==> config.mk <==
export PLATFORM = sky130hd
export DESIGN_NAME = lcd_driver_cfg_fifo
export DESIGN_NICKNAME = d
export VERILOG_FILES = /design/src/rtl/lcd_cfg_pkg.sv /design/src/rtl/lcd_cfg_sync_fifo.sv /design/src/rtl/lcd_driver_cfg_fifo.sv
export SDC_FILE = /design/constraint.sdc
export NUM_CORES = 1
export LEC_CHECK = 0
export CAP_MARGIN = 30
export CELL_PAD_IN_SITES_DETAIL_PLACEMENT = 0
export CELL_PAD_IN_SITES_GLOBAL_PLACEMENT = 2
export CORE_MARGIN = 3
export CORE_UTILIZATION = 41
export CTS_CLUSTER_DIAMETER = 80
export DETAILED_ROUTE_END_ITERATION = 8
export PLACE_DENSITY = 0.93
export SLEW_MARGIN = 20
export SYNTH_ARGS = -nofsm -noshare
export SYNTH_HDL_FRONTEND = slang
export SYNTH_SLANG_ARGS = --single-unit
==> constraint.sdc <==
create_clock -name clk_i -period 5.8 [get_ports clk_i]
set_input_delay 0.87 -clock clk_i [delete_from_list [all_inputs] [get_ports clk_i]]
set_output_delay 0.87 -clock clk_i [all_outputs]
set_load 0.01 [all_outputs]
==> src/rtl/lcd_cfg_pkg.sv <==
// lcd_cfg_pkg
//   Shared definitions for the LCD driver configuration slave: register
//   offsets, CTRL/STATUS/IRQ_EN bit positions and the AHB response state.
package lcd_cfg_pkg;

    // Register offsets (byte addresses within the slave window)
    localparam logic [31:0] LCD_CTRL_OFFSET       = 32'h0000_0000;
    localparam logic [31:0] LCD_INSTR_OFFSET      = 32'h0000_0004;
    localparam logic [31:0] LCD_RDATA_OFFSET      = 32'h0000_0008;
    localparam logic [31:0] LCD_PRESCALER_OFFSET  = 32'h0000_000C;
    localparam logic [31:0] LCD_STATUS_OFFSET     = 32'h0000_0010;
    localparam logic [31:0] LCD_IRQ_EN_OFFSET     = 32'h0000_0014;
    localparam logic [31:0] LCD_DRIVER_MAX_OFFSET = 32'h0000_0014;

    // CTRL bit positions
    localparam int CTRL_ENABLE_BIT   = 0;
    localparam int CTRL_PHY_READ_BIT = 1;
    localparam int CTRL_FLUSH_BIT    = 2;

    // STATUS field positions
    localparam int STATUS_INSTR_LEVEL_LSB = 0;
    localparam int STATUS_RDATA_LEVEL_LSB = 8;
    localparam int STATUS_INSTR_FULL_BIT  = 16;
    localparam int STATUS_INSTR_EMPTY_BIT = 17;
    localparam int STATUS_RDATA_EMPTY_BIT = 18;
    localparam int STATUS_INSTR_OVF_BIT   = 24;
    localparam int STATUS_RDATA_OVF_BIT   = 25;
    localparam int STATUS_RDATA_UDF_BIT   = 26;

    // IRQ_EN bit positions
    localparam int IRQ_INSTR_EMPTY_BIT = 0;
    localparam int IRQ_RDATA_AVAIL_BIT = 1;
    localparam int IRQ_ERROR_BIT       = 2;

    // AHB response sequencing: OKAY, first error cycle (wait), second error cycle
    typedef enum logic [1:0] {
        OKAY = 2'd0,
        ERR1 = 2'd1,
        ERR2 = 2'd2
    } resp_state_e;

endpackage

==> src/rtl/lcd_cfg_sync_fifo.sv <==
// lcd_cfg_sync_fifo
//   Synchronous first-word fall-through FIFO.
//   Ports:
//     clk_i, rst_i : clock, asynchronous active-high reset
//     push, din    : write strobe and data; accepted when not full, or when
//                    full with a same-cycle effective pop
//     pop          : read strobe; ignored when empty
//     flush        : clears the FIFO, overriding push and pop
//     dout         : current head (undefined content when empty)
//     full, empty, level : occupancy
module lcd_cfg_sync_fifo
    import lcd_cfg_pkg::*;
#(
    parameter int WIDTH = 8,
    parameter int DEPTH = 4
) (
    input  logic                       clk_i,
    input  logic                       rst_i,
    input  logic                       push,
    input  logic                       pop,
    input  logic                       flush,
    input  logic [WIDTH-1:0]           din,
    output logic [WIDTH-1:0]           dout,
    output logic                       full,
    output logic                       empty,
    output logic [$clog2(DEPTH+1)-1:0] level
);

    localparam int PTR_W = $clog2(DEPTH);
    localparam int LVL_W = $clog2(DEPTH+1);

    logic [WIDTH-1:0] mem_r [DEPTH];
    logic [PTR_W-1:0] wr_ptr_r;
    logic [PTR_W-1:0] rd_ptr_r;
    logic [LVL_W-1:0] level_r;
    logic             pop_eff_s;
    logic             push_eff_s;

    assign full       = (level_r == LVL_W'(DEPTH));
    assign empty      = (level_r == {LVL_W{1'b0}});
    assign level      = level_r;
    assign dout       = mem_r[rd_ptr_r];
    // A pop frees a slot in the same cycle, so a full FIFO can still take a push
    assign pop_eff_s  = pop & ~empty;
    assign push_eff_s = push & (~full | pop_eff_s);

    // Pointer and level bookkeeping; pointers wrap naturally since DEPTH is a power of two
    always_ff @(posedge clk_i or posedge rst_i) begin
        if (rst_i) begin
            wr_ptr_r <= {PTR_W{1'b0}};
            rd_ptr_r <= {PTR_W{1'b0}};
            level_r  <= {LVL_W{1'b0}};
        end else if (flush) begin
            wr_ptr_r <= {PTR_W{1'b0}};
            rd_ptr_r <= {PTR_W{1'b0}};
            level_r  <= {LVL_W{1'b0}};
        end else begin
            if (push_eff_s) begin
                wr_ptr_r <= wr_ptr_r + PTR_W'(1'b1);
            end else begin
                wr_ptr_r <= wr_ptr_r;
            end
            if (pop_eff_s) begin
                rd_ptr_r <= rd_ptr_r + PTR_W'(1'b1);
            end else begin
                rd_ptr_r <= rd_ptr_r;
            end
            case ({push_eff_s, pop_eff_s})
                2'b10:   level_r <= level_r + LVL_W'(1'b1);
                2'b01:   level_r <= level_r - LVL_W'(1'b1);
                default: level_r <= level_r;
            endcase
        end
    end

    // Storage array; content is irrelevant while empty, so it carries no reset
    always_ff @(posedge clk_i) begin
        if (push_eff_s & ~flush) begin
            mem_r[wr_ptr_r] <= din;
        end
    end

endmodule

==> src/rtl/lcd_driver_cfg_fifo.sv <==
// lcd_driver_cfg_fifo
//   AHB-lite register slave configuring the HD44780 PHY: instruction FIFO
//   toward the PHY, read-data FIFO from the PHY, sticky error flags and a
//   maskable registered interrupt.
//   Ports:
//     clk_i, rst_i            : clock, asynchronous active-high reset
//     hsel_i .. htrans_i      : AHB-lite address/control and write data
//     hrdata_o, hready_out_o, hresp_o : AHB-lite data-phase response
//     phy_read_i              : PHY consumed the instruction FIFO head
//     rdata_valid_i, lcd_rdata_i : PHY read result pushed into the read FIFO
//     prescaler_10ns_o, phy_enable_o : PHY configuration
//     lcd_instr_o, valid_instr_o     : instruction FIFO head / not-empty
//     irq_o                   : registered interrupt
module lcd_driver_cfg_fifo
    import lcd_cfg_pkg::*;
#(
    parameter int DATA_WIDTH       = 8,
    parameter int INSTR_WIDTH      = 10,
    parameter int PRESCALER_WIDTH  = 16,
    parameter int ADDR_WIDTH       = 12,
    parameter int INSTR_FIFO_DEPTH = 8,
    parameter int RDATA_FIFO_DEPTH = 4,
    parameter int PRESCALER_RESET  = 10
) (
    input  logic                       clk_i,
    input  logic                       rst_i,
    input  logic                       hsel_i,
    input  logic [ADDR_WIDTH-1:0]      haddr_i,
    input  logic [31:0]                hwdata_i,
    input  logic                       hwrite_i,
    input  logic [1:0]                 htrans_i,
    output logic [31:0]                hrdata_o,
    output logic                       hready_out_o,
    output logic                       hresp_o,
    input  logic                       phy_read_i,
    input  logic                       rdata_valid_i,
    input  logic [DATA_WIDTH-1:0]      lcd_rdata_i,
    output logic [PRESCALER_WIDTH-1:0] prescaler_10ns_o,
    output logic                       phy_enable_o,
    output logic [INSTR_WIDTH-1:0]     lcd_instr_o,
    output logic                       valid_instr_o,
    output logic                       irq_o
);

    localparam int ILVL_W = $clog2(INSTR_FIFO_DEPTH+1);
    localparam int RLVL_W = $clog2(RDATA_FIFO_DEPTH+1);

    // Captured address phase
    logic                  dp_valid_r;
    logic                  dp_write_r;
    logic                  dp_err_r;
    logic [ADDR_WIDTH-1:0] dp_addr_r;
    logic [31:0]           dp_addr_ext_s;
    logic                  addr_accept_s;

    // Response sequencing
    resp_state_e state_r;
    resp_state_e state_next_s;
    resp_state_e resp_cur_s;

    // Data-phase decode
    logic dp_live_s;
    logic wr_s;
    logic rd_s;
    logic instr_ovf_err_s;
    logic err_now_s;
    logic ok_wr_s;
    logic ok_rd_s;
    logic flush_s;

    // FIFO interfaces
    logic                   instr_push_s;
    logic                   instr_pop_s;
    logic [INSTR_WIDTH-1:0] instr_dout_s;
    logic                   instr_full_s;
    logic                   instr_empty_s;
    logic [ILVL_W-1:0]      instr_level_s;
    logic                   rdata_push_s;
    logic                   rdata_pop_s;
    logic [DATA_WIDTH-1:0]  rdata_dout_s;
    logic                   rdata_full_s;
    logic                   rdata_empty_s;
    logic [RLVL_W-1:0]      rdata_level_s;

    // Configuration and status state
    logic                       enable_r;
    logic [PRESCALER_WIDTH-1:0] prescaler_r;
    logic [2:0]                 irq_en_r;
    logic                       instr_ovf_r;
    logic                       rdata_ovf_r;
    logic                       rdata_udf_r;
    logic                       irq_r;
    logic                       irq_next_s;
    logic                       instr_ovf_set_s;
    logic                       rdata_ovf_set_s;
    logic                       rdata_udf_set_s;
    logic                       status_w1c_s;
    logic [31:0]                status_s;
    logic                       unused_bits_s;

    assign addr_accept_s = hsel_i & htrans_i[1] & hready_out_o;
    assign dp_addr_ext_s = 32'(dp_addr_r);

    // Address-phase capture; held while the bus is stalled
    always_ff @(posedge clk_i or posedge rst_i) begin
        if (rst_i) begin
            dp_valid_r <= 1'b0;
            dp_write_r <= 1'b0;
            dp_err_r   <= 1'b0;
            dp_addr_r  <= {ADDR_WIDTH{1'b0}};
        end else if (hready_out_o) begin
            dp_valid_r <= addr_accept_s;
            dp_write_r <= hwrite_i;
            dp_err_r   <= addr_accept_s & (32'(haddr_i) > LCD_DRIVER_MAX_OFFSET);
            dp_addr_r  <= haddr_i;
        end else begin
            dp_valid_r <= dp_valid_r;
            dp_write_r <= dp_write_r;
            dp_err_r   <= dp_err_r;
            dp_addr_r  <= dp_addr_r;
        end
    end

    // In the second error cycle the captured transfer is already answered
    assign dp_live_s       = dp_valid_r & (state_r == OKAY);
    assign wr_s            = dp_live_s & dp_write_r;
    assign rd_s            = dp_live_s & ~dp_write_r;
    // Full is judged on the registered flag, so a same-cycle PHY pop does not rescue the write
    assign instr_ovf_err_s = wr_s & (dp_addr_ext_s == LCD_INSTR_OFFSET) & instr_full_s;
    assign err_now_s       = dp_live_s & (dp_err_r | instr_ovf_err_s);
    assign ok_wr_s         = wr_s & ~err_now_s;
    assign ok_rd_s         = rd_s & ~err_now_s;

    // Response state register
    always_ff @(posedge clk_i or posedge rst_i) begin
        if (rst_i) begin
            state_r <= OKAY;
        end else begin
            state_r <= state_next_s;
        end
    end

    // Current response and next state: ERR1 is the stalled data-phase cycle itself
    always_comb begin
        resp_cur_s   = OKAY;
        state_next_s = OKAY;
        case (state_r)
            ERR2:    resp_cur_s = ERR2;
            OKAY:    resp_cur_s = err_now_s ? ERR1 : OKAY;
            default: resp_cur_s = OKAY;
        endcase
        case (resp_cur_s)
            ERR1:    state_next_s = ERR2;
            default: state_next_s = OKAY;
        endcase
    end

    // Bus handshake outputs from the current response state
    always_comb begin
        hready_out_o = 1'b1;
        hresp_o      = 1'b0;
        case (resp_cur_s)
            ERR1: begin
                hready_out_o = 1'b0;
                hresp_o      = 1'b1;
            end
            ERR2: begin
                hready_out_o = 1'b1;
                hresp_o      = 1'b1;
            end
            default: begin
                hready_out_o = 1'b1;
                hresp_o      = 1'b0;
            end
        endcase
    end

    assign flush_s         = ok_wr_s & (dp_addr_ext_s == LCD_CTRL_OFFSET) & hwdata_i[CTRL_FLUSH_BIT];
    assign instr_push_s    = ok_wr_s & (dp_addr_ext_s == LCD_INSTR_OFFSET);
    assign instr_pop_s     = phy_read_i & ~flush_s;
    assign rdata_pop_s     = ok_rd_s & (dp_addr_ext_s == LCD_RDATA_OFFSET) & ~rdata_empty_s;
    assign rdata_push_s    = rdata_valid_i & ~flush_s;
    assign status_w1c_s    = ok_wr_s & (dp_addr_ext_s == LCD_STATUS_OFFSET);
    assign instr_ovf_set_s = instr_ovf_err_s;
    assign rdata_ovf_set_s = rdata_valid_i & rdata_full_s & ~rdata_pop_s & ~flush_s;
    assign rdata_udf_set_s = ok_rd_s & (dp_addr_ext_s == LCD_RDATA_OFFSET) & rdata_empty_s;

    lcd_cfg_sync_fifo #(
        .WIDTH (INSTR_WIDTH),
        .DEPTH (INSTR_FIFO_DEPTH)
    ) u_instr_fifo (
        .clk_i (clk_i),
        .rst_i (rst_i),
        .push  (instr_push_s),
        .pop   (instr_pop_s),
        .flush (flush_s),
        .din   (hwdata_i[INSTR_WIDTH-1:0]),
        .dout  (instr_dout_s),
        .full  (instr_full_s),
        .empty (instr_empty_s),
        .level (instr_level_s)
    );

    lcd_cfg_sync_fifo #(
        .WIDTH (DATA_WIDTH),
        .DEPTH (RDATA_FIFO_DEPTH)
    ) u_rdata_fifo (
        .clk_i (clk_i),
        .rst_i (rst_i),
        .push  (rdata_push_s),
        .pop   (rdata_pop_s),
        .flush (flush_s),
        .din   (lcd_rdata_i),
        .dout  (rdata_dout_s),
        .full  (rdata_full_s),
        .empty (rdata_empty_s),
        .level (rdata_level_s)
    );

    // Configuration registers written by OKAY data phases
    always_ff @(posedge clk_i or posedge rst_i) begin
        if (rst_i) begin
            enable_r    <= 1'b0;
            prescaler_r <= PRESCALER_WIDTH'(PRESCALER_RESET);
            irq_en_r    <= 3'b000;
        end else begin
            if (ok_wr_s & (dp_addr_ext_s == LCD_CTRL_OFFSET)) begin
                enable_r <= hwdata_i[CTRL_ENABLE_BIT];
            end else begin
                enable_r <= enable_r;
            end
            if (ok_wr_s & (dp_addr_ext_s == LCD_PRESCALER_OFFSET)) begin
                prescaler_r <= hwdata_i[PRESCALER_WIDTH-1:0];
            end else begin
                prescaler_r <= prescaler_r;
            end
            if (ok_wr_s & (dp_addr_ext_s == LCD_IRQ_EN_OFFSET)) begin
                irq_en_r <= hwdata_i[2:0];
            end else begin
                irq_en_r <= irq_en_r;
            end
        end
    end

    // Sticky error flags; a new event in the same cycle as a W1C clear wins
    always_ff @(posedge clk_i or posedge rst_i) begin
        if (rst_i) begin
            instr_ovf_r <= 1'b0;
            rdata_ovf_r <= 1'b0;
            rdata_udf_r <= 1'b0;
        end else begin
            instr_ovf_r <= instr_ovf_set_s |
                           (instr_ovf_r & ~(status_w1c_s & hwdata_i[STATUS_INSTR_OVF_BIT]));
            rdata_ovf_r <= rdata_ovf_set_s |
                           (rdata_ovf_r & ~(status_w1c_s & hwdata_i[STATUS_RDATA_OVF_BIT]));
            rdata_udf_r <= rdata_udf_set_s |
                           (rdata_udf_r & ~(status_w1c_s & hwdata_i[STATUS_RDATA_UDF_BIT]));
        end
    end

    assign irq_next_s = (irq_en_r[IRQ_INSTR_EMPTY_BIT] & instr_empty_s) |
                        (irq_en_r[IRQ_RDATA_AVAIL_BIT] & ~rdata_empty_s) |
                        (irq_en_r[IRQ_ERROR_BIT] & (instr_ovf_r | rdata_ovf_r | rdata_udf_r));

    // Interrupt output register
    always_ff @(posedge clk_i or posedge rst_i) begin
        if (rst_i) begin
            irq_r <= 1'b0;
        end else begin
            irq_r <= irq_next_s;
        end
    end

    // STATUS word assembly
    always_comb begin
        status_s                                       = 32'h0000_0000;
        status_s[STATUS_INSTR_LEVEL_LSB +: 8]          = 8'(instr_level_s);
        status_s[STATUS_RDATA_LEVEL_LSB +: 8]          = 8'(rdata_level_s);
        status_s[STATUS_INSTR_FULL_BIT]                = instr_full_s;
        status_s[STATUS_INSTR_EMPTY_BIT]               = instr_empty_s;
        status_s[STATUS_RDATA_EMPTY_BIT]               = rdata_empty_s;
        status_s[STATUS_INSTR_OVF_BIT]                 = instr_ovf_r;
        status_s[STATUS_RDATA_OVF_BIT]                 = rdata_ovf_r;
        status_s[STATUS_RDATA_UDF_BIT]                 = rdata_udf_r;
    end

    // Read-data mux; driven only during an OKAY read data phase
    always_comb begin
        hrdata_o = 32'h0000_0000;
        if (ok_rd_s) begin
            case (dp_addr_ext_s)
                LCD_CTRL_OFFSET: begin
                    hrdata_o[CTRL_ENABLE_BIT]   = enable_r;
                    hrdata_o[CTRL_PHY_READ_BIT] = phy_read_i;
                end
                LCD_INSTR_OFFSET:     hrdata_o = instr_empty_s ? 32'h0000_0000 : 32'(instr_dout_s);
                LCD_RDATA_OFFSET:     hrdata_o = rdata_empty_s ? 32'h0000_0000 : 32'(rdata_dout_s);
                LCD_PRESCALER_OFFSET: hrdata_o = 32'(prescaler_r);
                LCD_STATUS_OFFSET:    hrdata_o = status_s;
                LCD_IRQ_EN_OFFSET:    hrdata_o = 32'(irq_en_r);
                default:              hrdata_o = 32'h0000_0000;
            endcase
        end else begin
            hrdata_o = 32'h0000_0000;
        end
    end

    assign prescaler_10ns_o = prescaler_r;
    assign phy_enable_o     = enable_r;
    assign valid_instr_o    = ~instr_empty_s;
    assign lcd_instr_o      = instr_empty_s ? {INSTR_WIDTH{1'b0}} : instr_dout_s;
    assign irq_o            = irq_r;

    // Bits of the bus that carry no meaning for this slave
    assign unused_bits_s = &{1'b0, htrans_i[0], hwdata_i};

endmodule
==> results of run 1 <==
-- how the worst min path moves through the flow --
stage / endpoint / slack [ns] / cells after the start
floorplan: instr_ovf_r / 0.46 / 2
global placement: instr_ovf_r / 0.49 / 2
detailed placement: instr_ovf_r / 0.49 / 2
CTS: rdata_udf_r / 0.51 / 2
global route: dp_addr_r[5] / 0.53 / 1
finish: dp_addr_r[6] / 0.51 / 1
-- power by group --
| group | switching (uW) | total [uW] | internal [uW] |
|---|---|---|---|
| Clock | 487 | 1220 | 730 |
| Sequential | 155 | 1540 | 1390 |
| Combinational | 386 | 813 | 427 |
| Total | 1030 | 3580 | 2550 |
-- cells by family (layout without fill, tap and decap cells) --
group	after synthesis	count (layout)	synth area share, %
AO/OA/AOI/OAI	55	55	5.577
XOR/XNOR	7	7	0.8062
adder cells (fa/ha/maj)	9	9	1.580
buffers and inverters	42	149	3.274
flip-flops	169	169	63.01
multiplexers	74	74	15.61
other	1	10	0.04931
AND/OR/NAND/NOR	141	141	10.09
-- state kept, by name, indices dropped and copies added, names as in the netlist, 4 cells and up --
signal,cells
u_rdata_fifo.mem_r,32
prescaler_10ns_o,16
u_instr_fifo.mem_r,80
u_instr_fifo.level,4
dp_addr_r,12
-- cell usage after synthesis, drive strengths merged (2+ instances only) --
cell | number | area share (%)
nor3b | 4 | 0.46
or3 | 3 | 0.25
a22oi | 2 | 0.20
o31ai | 2 | 0.20
and4 | 2 | 0.23
o211ai | 4 | 0.39
a222oi | 10 | 1.3
o21ai | 7 | 0.61
xnor2 | 3 | 0.35
nand3 | 4 | 0.43
a31oi | 2 | 0.16
nor4 | 7 | 0.86
nand2 | 33 | 1.6
and2 | 9 | 0.77
xor2 | 4 | 0.46
mux2 | 35 | 5.9
a211oi | 2 | 0.20
dfrtp | 55 | 18
a21oi | 9 | 0.59
nand4 | 3 | 0.25
buf | 26 | 2.5
nor2 | 41 | 2.0
mux2i | 11 | 1.4
a22o | 5 | 0.58
nand2b | 4 | 0.43
and3 | 13 | 1.1
clkbuf | 9 | 0.44
edfxtp | 112 | 44
inv | 7 | 0.35
nor3 | 13 | 0.92
mux4 | 28 | 8.3
ha | 8 | 1.3
dfstp | 2 | 0.69
a21o | 2 | 0.20
and2b | 2 | 0.20
o21a | 3 | 0.30
-- cell usage in the layout, fill, tap and decap left out, types with 3 or more instances in the layout --
cell type	netlist	final
sky130_fd_sc_hd__xor2_1	4	4
sky130_fd_sc_hd__mux2_4	14	14
sky130_fd_sc_hd__o21a_1	3	3
sky130_fd_sc_hd__edfxtp_1	112	112
sky130_fd_sc_hd__o211ai_1	4	4
sky130_fd_sc_hd__nor3b_1	3	3
sky130_fd_sc_hd__and2_1	8	8
sky130_fd_sc_hd__nand3_1	3	3
sky130_fd_sc_hd__xnor2_1	3	3
sky130_fd_sc_hd__and3_1	12	12
sky130_fd_sc_hd__nand4_1	3	3
sky130_fd_sc_hd__o21ai_0	6	6
sky130_fd_sc_hd__nor3_1	12	8
sky130_fd_sc_hd__a22o_1	5	5
sky130_fd_sc_hd__inv_6	0	5
sky130_fd_sc_hd__clkinvlp_4	0	3
sky130_fd_sc_hd__a21oi_1	9	9
sky130_fd_sc_hd__nor4_1	5	4
sky130_fd_sc_hd__nor3_2	1	5
sky130_fd_sc_hd__mux4_2	28	28
sky130_fd_sc_hd__inv_1	6	5
sky130_fd_sc_hd__ha_1	8	8
sky130_fd_sc_hd__dfrtp_1	55	55
sky130_fd_sc_hd__mux2i_1	11	11
sky130_fd_sc_hd__a222oi_1	10	10
sky130_fd_sc_hd__nor2_1	41	39
sky130_fd_sc_hd__bufinv_16	0	4
sky130_fd_sc_hd__clkbuf_16	0	17
sky130_fd_sc_hd__mux2_2	21	21
sky130_fd_sc_hd__buf_4	10	7
sky130_fd_sc_hd__nand2b_1	3	3
sky130_fd_sc_hd__conb_1	1	10
sky130_fd_sc_hd__clkdlybuf4s50_1	0	98
sky130_fd_sc_hd__nand2_1	33	33
sky130_fd_sc_hd__or3_1	3	3
-- metal layers --
layer	up-vias	track usage, %	wire length (um)
li1	2112	-	-
met5	-	0	0
met3	32	4.738	1105
met2	171	30.46	9089
met1	2371	24.04	7500
met4	0	6.768	483
-- through the flow --
| step | utilization (%) | hold slack (ns) | cell area, um^2 | setup WS [ns] |
|---|---|---|---|---|
| 6_report | 52.31 | 0.5125 | 9462 | 1.386 |
| 3_5_place_dp | 48.71 | 0.4939 | 8810 | 1.908 |
| 4_1_cts | 52.23 | 0.5101 | 9447 | 1.429 |
| 2_1_floorplan | - | 0.4578 | 7639 | 3.025 |
| 3_3_place_gp | 48.32 | 0.4905 | 8740 | 1.937 |
| 5_1_grt | 52.31 | 0.5307 | 9462 | 1.240 |
-- critical path, stage by stage, from the launching register on --
cell and delay, ns:
sky130_fd_sc_hd__dfrtp_1 0.88, sky130_fd_sc_hd__mux4_2 0.61, sky130_fd_sc_hd__mux2i_1 0.30, sky130_fd_sc_hd__nor2_1 0.12
sky130_fd_sc_hd__a222oi_1 0.47, sky130_fd_sc_hd__a21oi_1 0.21, sky130_fd_sc_hd__clkdlybuf4s50_1 0.53
-- layout make-up --
cell class,count,share of cell area (%)
flip-flops and latches,169,50.65
multi-input cells,296,27.78
repair buffers,110,11.53
clock buffers,17,4.496
well taps,229,3.028
clock inverters,15,2.235
inverters,7,0.2777
==> results.md, run 1 <==
* Result of the run: finished, final reports clean
* Synth warn at 0
* Final hold violation count at 0
* Total of cells resized after clock tree synthesis at 0
* Number of maximum-capacitance constraint violations at 0
* Setup repair after global routing missed its margin: false
* Non-filler cells, final at ~840
* Largest net degree at the start of global routing at 58
* Launch point of the worst hold path: dp_addr_r[6]
* Number of violations reported at the end of detailed-routing iteration 0 at about 350
* Post-Syn Instances at 498
* Initial standard-cell utilization of the core at between 40 and 50%
* Final routed wire length divided by cell count at 21.56 um
* Clock tree from TritonCTS: yes
* Clock tree root driver cell: sky130_fd_sc_hd__clkbuf_16
* Power per unit of standard cell area at 377.9 nW/um^2
* Summed instance area of the synthesized netlist at 7605 um^2
* Final antenna diode count at 0
* Final worst clock skew at 0.008648 ns
* Global-route total usage across every layer at 18.57%
* Floorplan core area at 18090 um^2
* Number of nets at the end of the flow at 670
* Floorplan die area at 20220 um^2
* Multi-input gate area at between 2000 and 3000 um^2
* Clock period minus worst slack at 4.414 ns
* Final HPWL DP at 12830 um
* First-pass GRT wire length at 28010 um
* Area growth from synthesis to final layout at 24.42%
* Largest fanout of any net on the critical path at 13
* Type of origin of the critical path: register
* Number of clock buffers inserted by TritonCTS at 17
* Slew @ Worst Pin at 0.8174 ns
* Final wirelength at 18180 um
* Horizontal die dimension at between 100 and 150 um
* Grt total ovfl at 0
* Worst-path clk slew at roughly 0.070 ns
* Most frequently used flop master after synthesis: sky130_fd_sc_hd__edfxtp_1
* Total of flip-flops plus latches after synthesis at 169
* Area occupied by registers at around 4800 um^2
* Inst Count DP at just over 800
* Mean cell area of the mapped netlist at about 15 um^2
* Distinct cell type count of the synthesized netlist at 62
* Final total power at 3575 uW
* Latest clock arrival within the worst-skew pair at 0.43 ns
* Port buffer count at 98
* Final setup viols at 0
* Crit path from: u_instr_fifo.rd_ptr_r[0]
* Highest clock frequency the design can meet at 226.6 MHz
* Path depth of the worst reg2reg path at 9
* Slew headroom at 45.51%
* Worst r2r dst: u_instr_fifo.level[3]
* Origin of the critical flop-to-flop path: dp_addr_r[5]
* Drt pass-1 iters at 5
* Filler Cell Count at 1474
* Via count of the first global-routing pass at 4847
* Number of buffers inserted by hold repair at cts at 0
* Via count at between 4000 and 5000
* Mean number of vias per cell at 5.559
* Element type at the critical path end: primary output
* Critical path type: register to primary output
* Hold Crit Class: register to register
* Sequential-to-total area share from yosys stat at 63.01%
* Initial antenna violation count at 0
* Endpoint of the worst setup timing path: hrdata_o[2]
* # Post-CTS Setup Buffers at 0
* Worst supply voltage drop on vdd at 0.2747 mV
* Total negative slack for setup checks at 0 ns
* Maximum level of the CTS H-tree at 4
* Fraction of registers with async set or reset after synthesis at approximately a third
* Worst setup slack for register-to-register paths at 2.47 ns
* I/O pin total at 123
* Number of flops mapped to enable cells by yosys at 112
* Worst path arrival time at 3.54 ns
* Data required time of the critical path at 4.93 ns
* Final Max Slew Viols at 0
* Floorplan row count at 49
* Leakage power figure at 0.003438 uW
* Placer Congestion at between 0.7 and 0.8
* Sinks on the clock net at 169
* Worst-case clock buffer depth at 2
* Share of post-route cells with drive strength above 1 at 20.85%
* Chip Height at 142.2 um
* Final routed DRC violation total at 0
* Share of the cycle needed by the critical path after routing at 76.10%
* Antenna viol nets, final at 0
No activity file was read; power rests on OpenSTA's default activity.
==> run 2: changes to the inputs <==
--- a/config.mk
+++ b/config.mk
@@ -9,10 +9,10 @@
 export CELL_PAD_IN_SITES_DETAIL_PLACEMENT = 0
 export CELL_PAD_IN_SITES_GLOBAL_PLACEMENT = 2
 export CORE_MARGIN = 3
-export CORE_UTILIZATION = 41
+export CORE_UTILIZATION = 38
 export CTS_CLUSTER_DIAMETER = 80
 export DETAILED_ROUTE_END_ITERATION = 8
-export PLACE_DENSITY = 0.93
+export PLACE_DENSITY = 0.88
 export SLEW_MARGIN = 20
 export SYNTH_ARGS = -nofsm -noshare
 export SYNTH_HDL_FRONTEND = slang
==> constraint.sdc (replaced) <==
create_clock -name clk_i -period 4.5 [get_ports clk_i]
set_input_delay 0.675 -clock clk_i [delete_from_list [all_inputs] [get_ports clk_i]]
set_output_delay 0.675 -clock clk_i [all_outputs]
set_load 0.01 [all_outputs]
==> run 2 against run 1 <==
Wire length is 3.4% higher. Via count is 0.83% higher. Worst setup slack worse by 0.90 ns. Power is 24% higher.
==> results.md, run 2 (synthesized netlist as in run 1, its figures left out) <==
* Slew @ Worst Pin at 0.7489 ns
* Initial antenna violation count at 0
* Maximum level of the CTS H-tree at 4
* Hold Crit Class: register to register
* Initial standard-cell utilization of the core at between 30% and 40%
* # Post-CTS Setup Buffers at 0
* Element type at the critical path end: primary output
* Floorplan row count at 51
* Largest net degree at the start of global routing at 32
* Worst-path clk slew at 0.07 ns
* Clock tree root driver cell: sky130_fd_sc_hd__clkbuf_16
* Final routed wire length divided by cell count at between 20 and 25 um
* Grt total ovfl at 0
* Total negative slack for setup checks at 0 ns
* Worst supply voltage drop on vdd at 0.3025 mV
* Data required time of the critical path at 3.83 ns
* Final hold violation count at 0
* Post-layout worst setup margin at 0.4819 ns
* Final worst clock skew at 0.008928 ns
* Port buffer count at between 90 and 100
* Antenna viol nets, final at 0
* Filler Cell Count at approximately 1700
* Mean number of vias per cell at 5.339
* Worst path arrival time at 3.34 ns
* Share of the core filled with cells in the final layout at 48.20%
* Result of the run: finished, final reports clean
* Clock period minus worst slack at 4.018 ns
* Number of nets at the end of the flow at 676
* Critical path type: register to primary output
* Most flop-heavy register: u_instr_fifo.mem_r
* Number of buffers inserted by hold repair at cts at 0
* Via count at 4725
* Final routed DRC violation total at 0
* Floorplan die area at 21750 um^2
* Worst-case clock buffer depth at 2
* Power per unit of standard cell area at 469.3 nW/um^2
* First-pass GRT wire length at between 20000 and 30000 um
* Share of post-route cells with drive strength above 1 at 20.65%
* I/O pin total at 123
* Area growth from synthesis to final layout at 24.15%
* Max FFs per register at 80
* Clock tree from TritonCTS: yes
* Final antenna diode count at 0
* Total of cells resized after clock tree synthesis at 0
* Horizontal die dimension at 147.5 um
* Via count of the first global-routing pass at slightly above 5000
* Final HPWL DP at between 10000 and 15000 um
* Final setup viols at 0
* Largest fanout of any net on the critical path at 8
* Placer Congestion at 0.7752
* Number of violations reported at the end of detailed-routing iteration 0 at between 400 and 500
* Number of maximum-capacitance constraint violations at 0
* Number of clock buffers inserted by TritonCTS at 17
* Global-route total usage across every layer at around 18%
* Leakage power figure at approximately 0.0034 uW
* Setup repair after global routing missed its margin: false
* Most frequent standard cell in the layout excluding fill and tap cells: sky130_fd_sc_hd__edfxtp_1
* Chip Height at 147.5 um
* Most frequent cells in the layout: 112 x sky130_fd_sc_hd__edfxtp_1, 98 x sky130_fd_sc_hd__clkdlybuf4s50_1, 55 x sky130_fd_sc_hd__dfrtp_1, 41 x sky130_fd_sc_hd__nor2_1, 33 x sky130_fd_sc_hd__nand2_1
* Slew headroom at between 50% and 60%
* DP Worst Slack at 0.9286 ns
* Drt pass-1 iters at 5
* Type of origin of the critical path: register
* Floorplan core area at 19590 um^2
* Final Max Slew Viols at 0
* Latest clock arrival within the worst-skew pair at about 0.43 ns
* Sinks on the clock net at 169
* Final wirelength at 18790 um
* Highest clock frequency the design can meet at 248.9 MHz
* Share of the cycle needed by the critical path after routing at 89.29%
run 2: layout make-up:
type / instances / area (um^2) / share of cell area (%)
multi-input combinational: 296 / 2619 / 27.74
inverter: 7 / 26.28 / 0.2783
clock inverter: 12 / 116.4 / 1.232
tap: 265 / 331.6 / 3.512
sequential: 169 / 4792 / 50.76
timing repair buffer: 116 / 1120 / 11.86
clock buffer: 20 / 436.7 / 4.625
run 2: per-layer routing:
metal  track usage (%)  share of wire, %  up-vias
li1                  -                 -     2122
met1             22.93                42     2416
met2             29.93                51      163
met3             4.813               6.0       24
met4             4.939               1.9        0
met5                 0                 0        -
run 2: path summary, 6_finish.rpt:
| kind | endpoint | slack [ns] | cells past startpoint | start |
|---|---|---|---|---|
| max | hrdata_o[2] | 0.48 | 6 | dp_addr_r[5] |
| min | instr_ovf_r | 0.51 | 2 | instr_ovf_r |
| max reg2reg | u_instr_fifo.level[3] | 1.38 | 9 | dp_addr_r[5] |
| min reg2reg | instr_ovf_r | 0.51 | 2 | instr_ovf_r |
| max in group asynchronous | prescaler_10ns_o[3] | 2.87 | 3 | rst_i |
| min in group asynchronous | prescaler_10ns_o[0] | 0.68 | 2 | rst_i |
run 2: metrics by stage:
step | power, uW | area [um^2] | hold slack [ns] | std cells
6_report | 4431 | 9442 | 0.5054 | 885
2_1_floorplan | 2636 | 7639 | 0.4578 | 507
4_1_cts | 4466 | 9442 | 0.5052 | 885
3_5_place_dp | 3091 | 8889 | 0.4901 | 853
3_3_place_gp | 3047 | 8877 | 0.4828 | 852
5_1_grt | 4654 | 9442 | 0.5337 | 885
run 2: where the power goes:
| group | switching [uW] | internal, uW | total (uW) | leakage [uW] |
|---|---|---|---|---|
| Sequential | 172 | 1790 | 1960 | 0.00169 |
| Clock | 606 | 769 | 1370 | 0.000266 |
| Combinational | 535 | 557 | 1090 | 0.00147 |
| Total | 1310 | 3120 | 4430 | 0.00343 |
run 2: worst max-delay path: stages (launching register included):
cell                              delay, ns
sky130_fd_sc_hd__dfrtp_1               0.38
sky130_fd_sc_hd__nor3_1                0.43
sky130_fd_sc_hd__and4_1                0.48
sky130_fd_sc_hd__and3_1                0.53
sky130_fd_sc_hd__a222oi_1              0.22
sky130_fd_sc_hd__a21oi_1               0.27
sky130_fd_sc_hd__clkdlybuf4s50_1       0.60
